File: src/rtl/seven_segment_scan.sv
// rtl/seven_segment_scan.sv - time-multiplexed common-anode 7-segment hex display driver
module seven_segment_scan #(
  parameter int NUM_SEGMENTS = 4,
  parameter int CLK_PER      = 10,
  parameter int REFR_RATE    = 1000
) (
  input  logic                         clk,
  input  logic                         reset_n,
  input  logic [NUM_SEGMENTS-1:0][3:0] encoded,
  input  logic [NUM_SEGMENTS-1:0]      digit_point,
  output logic [NUM_SEGMENTS-1:0]      anode,
  output logic [7:0]                   cathode
);

  localparam int DWELL_RAW = 1_000_000_000 / (CLK_PER * REFR_RATE);
  localparam int DWELL     = (DWELL_RAW < 1) ? 1 : DWELL_RAW;
  localparam int CNT_W     = (DWELL > 1) ? $clog2(DWELL) : 1;
  localparam int IDX_W     = (NUM_SEGMENTS > 1) ? $clog2(NUM_SEGMENTS) : 1;

  localparam logic [CNT_W-1:0] CNT_MAX = CNT_W'(DWELL - 1);
  localparam logic [IDX_W-1:0] IDX_MAX = IDX_W'(NUM_SEGMENTS - 1);

  logic [CNT_W-1:0] dwell_cnt;
  logic [IDX_W-1:0] digit_idx;

  // Active-low segment pattern, bit order {g,f,e,d,c,b,a}.
  function automatic logic [6:0] seg_decode(input logic [3:0] nib);
    logic [6:0] seg;
    case (nib)
      4'h0:    seg = 7'h40;
      4'h1:    seg = 7'h79;
      4'h2:    seg = 7'h24;
      4'h3:    seg = 7'h30;
      4'h4:    seg = 7'h19;
      4'h5:    seg = 7'h12;
      4'h6:    seg = 7'h02;
      4'h7:    seg = 7'h78;
      4'h8:    seg = 7'h00;
      4'h9:    seg = 7'h10;
      4'hA:    seg = 7'h08;
      4'hB:    seg = 7'h03;
      4'hC:    seg = 7'h46;
      4'hD:    seg = 7'h21;
      4'hE:    seg = 7'h06;
      default: seg = 7'h0E;
    endcase
    return seg;
  endfunction

  always_ff @(posedge clk or negedge reset_n) begin
    if (!reset_n) begin
      dwell_cnt <= '0;
      digit_idx <= '0;
      anode     <= '1;
      cathode   <= 8'hFF;
    end else begin
      if (dwell_cnt == CNT_MAX) begin
        dwell_cnt <= '0;
        digit_idx <= (digit_idx == IDX_MAX) ? '0 : digit_idx + 1'b1;
      end else begin
        dwell_cnt <= dwell_cnt + 1'b1;
      end
      // Inputs are sampled live every cycle so datapath changes show within one clock.
      anode   <= ~(NUM_SEGMENTS'(1) << digit_idx);
      cathode <= {digit_point[digit_idx], seg_decode(encoded[digit_idx])};
    end
  end

endmodule

File: config.mk
export PLATFORM = sky130hd
export DESIGN_NAME = seven_segment_scan
export DESIGN_NICKNAME = d
export VERILOG_FILES = /design/src/rtl/seven_segment_scan.sv
export SDC_FILE = /design/constraint.sdc
export NUM_CORES = 1
export LEC_CHECK = 0
export ABC_AREA = 1
export CAP_MARGIN = 20
export CELL_PAD_IN_SITES_DETAIL_PLACEMENT = 1
export CELL_PAD_IN_SITES_GLOBAL_PLACEMENT = 1
export CORE_ASPECT_RATIO = 0.7
export CORE_MARGIN = 3
export CORE_UTILIZATION = 38
export DETAILED_ROUTE_END_ITERATION = 6
export PLACE_DENSITY_LB_ADDON = 0.08
export SYNTH_ARGS = -nofsm -noshare
export SYNTH_HDL_FRONTEND = slang
export SYNTH_SLANG_ARGS = --single-unit
File: constraint.sdc
create_clock -name clk -period 2.05 [get_ports clk]
set_input_delay 0.3075 -clock clk [delete_from_list [all_inputs] [get_ports clk]]
set_output_delay 0.3075 -clock clk [all_outputs]
set_load 0.01 [all_outputs]
==> results.yml <==
clock_tree:
  post_cts_resized: 0
  hold_buffers: 0
  cts_tree: "yes"
  clk_pin_slew_ns: 0.07
  cts-root-buf: "clkbuf_8"
  cts_buffer_depth: 2
  cts_setup_buffers: 0
  htreeDepth: 2
  clkSinkCount: 31
  cts_buffers: 5
  clk-insertion-delay-late_ns: 0.28
cells_and_area:
  final_layout_size_suffix_gt1_share_pct: 15.8
  area_delta_synth_final_pct: 26.7
  insertedDiodeCount: 0
  nets: 324
  fillers: 584
timing:
  max_freq_mhz: 564
  fin_crit_ns: 1.77
  skew_ns: 0.00978
  finalSetupTns_ns: 0
  maxSlewHeadroom_pct: 73.2
  hold_violations: 0
  setup_ws_ns: 0.278
  worst_slew_pin_slew_ns: 0.403
  timing.final.max_slew_violations: 0
  fin_crit_sh_pct: 86.4
  setup_viol: 0
  rsz0062_at_grt: "false"
global_routing:
  grtUsageTotal_pct: 17.9
  grt_pass1_vias: 1730
  grt_overflow: 0
  antenna_found_initial: 0
  grt_start_max_net_pins: 32
  grt_pass1_wl_mm: 8.42
place:
  preCtsSetupSlack_ns: 0.254
  post-dp-hpwl_mm: 3.94
  port_buffers: 33
  gp_congestion: 0.787
synthesis:
  synth_edf_count: 0
  yosysWarnings: 0
  synth-seq-cells: 31
  synth-async-reset-ratio_pct: 100
  yosysSeqAreaShare_pct: 41.3
  synth_area_per_cell_sq_um: 7.64
  syn-cell-area_sq_um: 1920
  synth_ff_type: "dfrtp_1"
  syn-num-nets: 284
  yosysTopAreaCell: "dfrtp_1"
  synth_top_area_share_pct: 24.8
  syn-instance-count: 251
  synth_area_leaders: "dfrtp_1, dfstp_2, nand2_1"
  synth_cell_types: 26
worst_setup_path:
  cp-startpoint: "digit_idx[0]"
  crit_end: "cathode[6]"
  r2r_slack_ns: 0.28
  r2r-start: "digit_idx[0]"
  worstPathMaxFanout: 13
  critPathArrivalTime_ns: 2.00
  r2r_cells: 10
  timing.rr.end: "cathode[6]"
  cp-end-kind: "flip-flop"
  cp.required_ns: 2.28
  start_kind: "flip-flop"
  worstSetupPathType: "reg -> reg"
drt:
  drtAntennaViolNets: 0
  viasPerCell: 4.68
  drc: 0
  first_pass_iters: 4
  drt_iter0_drc: 63
  drt-total-wl_mm: 4.96
  num_vias: 1677
  route.detailed.wl_per_inst_um: 13.9
pwr:
  powerDensity_nw_per_um2: 550
  leakagePower_nw: 1.19
  total_power_mw: 1.34
  ir_drop_mv: 0.316
die:
  pin_count: 34
  die_area_sq_um: 5950
  initial_utilization_pct: 41.6
  die_w_um: 90.9
  core_sq_um: 4600
  die_y_um: 65.4
  rows: 20
worst_hold_path:
  hold_class: "in -> async"
flow_run:
  maxCapViolCount: 0
outcome:
  status: "finished clean"
## cell families after synthesis
group | share of synthesized area (%)
buffers and inverters | 7.96
XOR/XNOR | 3.66
AND/OR/NAND/NOR | 37.1
adder cells (fa/ha/maj) | 7.18
AO/OA/AOI/OAI | 2.87
flip-flops | 41.3
## Yosys cell counts, drive strengths merged, types with 3 or more instances
library cell	n
nand2	86
nor2	37
inv	32
nand3	29
dfrtp	19
dfstp	12
ha	11
xor2	7
o21ai	6
buf	3
nand4	3
## report_power, final
group / switching (mW) / total (mW) / internal, mW
clock network: 0.242 / 0.547 / 0.305
registers: 0.00328 / 0.636 / 0.633
logic: 0.0733 / 0.152 / 0.0788
## layer usage
metal	track usage, %	up-vias	wire (um)
li1	-	856	-
met1	26.6	793	2730
met2	26.8	26	2020
met3	4.23	2	188
met4	2.82	0	19
met5	0	-	0
## registers in the layout (all words and copies together), names as in the netlist
name	cells
digit_idx	2
anode	4
dwell_cnt	17
cathode	8
## worst min-delay path by stage
stage                       startpoint      endpoint  slack (ns)  depth (start not counted)
after floorplan                reset_n  digit_idx[0]        0.01                          0
after global placement    dwell_cnt[0]  dwell_cnt[0]        0.48                          1
after detailed placement  dwell_cnt[0]  dwell_cnt[0]        0.50                          1
after CTS                      reset_n  dwell_cnt[2]        0.43                          2
after global routing           reset_n  dwell_cnt[3]        0.46                          2
final                          reset_n  dwell_cnt[3]        0.42                          2
## metrics by stage
stage               util [%]  instance area (sq um)  std cells  hold slack (ns)
global route            52.7                   2430        358            0.463
finish                  52.7                   2430        358            0.417
floorplan                  -                   1920        251           0.0119
detailed placement      50.5                   2320        350            0.495
CTS                     52.7                   2430        358            0.429
global placement        50.5                   2320        350            0.478
## critical path, cell delays in order, from the launching register on
cell and delay (ns):
dfrtp_1 0.48, inv_2 0.26, nand2_1 0.09, nand3_1 0.10
nand2_2 0.11, inv_1 0.12, ha_1 0.19, nand3_1 0.14
nand2_1 0.10, nand2_1 0.05, nand2_1 0.07
## placed cells by master, fill, tap and decap left out, types with 5 or more instances in the layout
| master | count |
|---|---|
| clkbuf_8 | 7 |
| clkdlybuf4s50_1 | 33 |
| dfrtp_1 | 19 |
| dfstp_2 | 12 |
| ha_1 | 11 |
| inv_1 | 27 |
| inv_2 | 5 |
| nand2_1 | 78 |
| nand2_2 | 6 |
| nand3_1 | 26 |
| nor2_1 | 32 |
| nor2_2 | 5 |
| xor2_1 | 7 |
## cell type report
type | instances | area (sq um) | area share, %
Inverter | 33 | 125 | 5.15
Sequential cell | 31 | 791 | 32.6
Timing Repair Buffer | 36 | 353 | 14.5
Clock inverter | 1 | 7.51 | 0.309
Clock buffer | 7 | 96.3 | 3.97
Tap cell | 66 | 82.6 | 3.40
Multi-Input combinational cell | 184 | 973 | 40.1
Note: power is estimated with default switching activity, not from simulation.
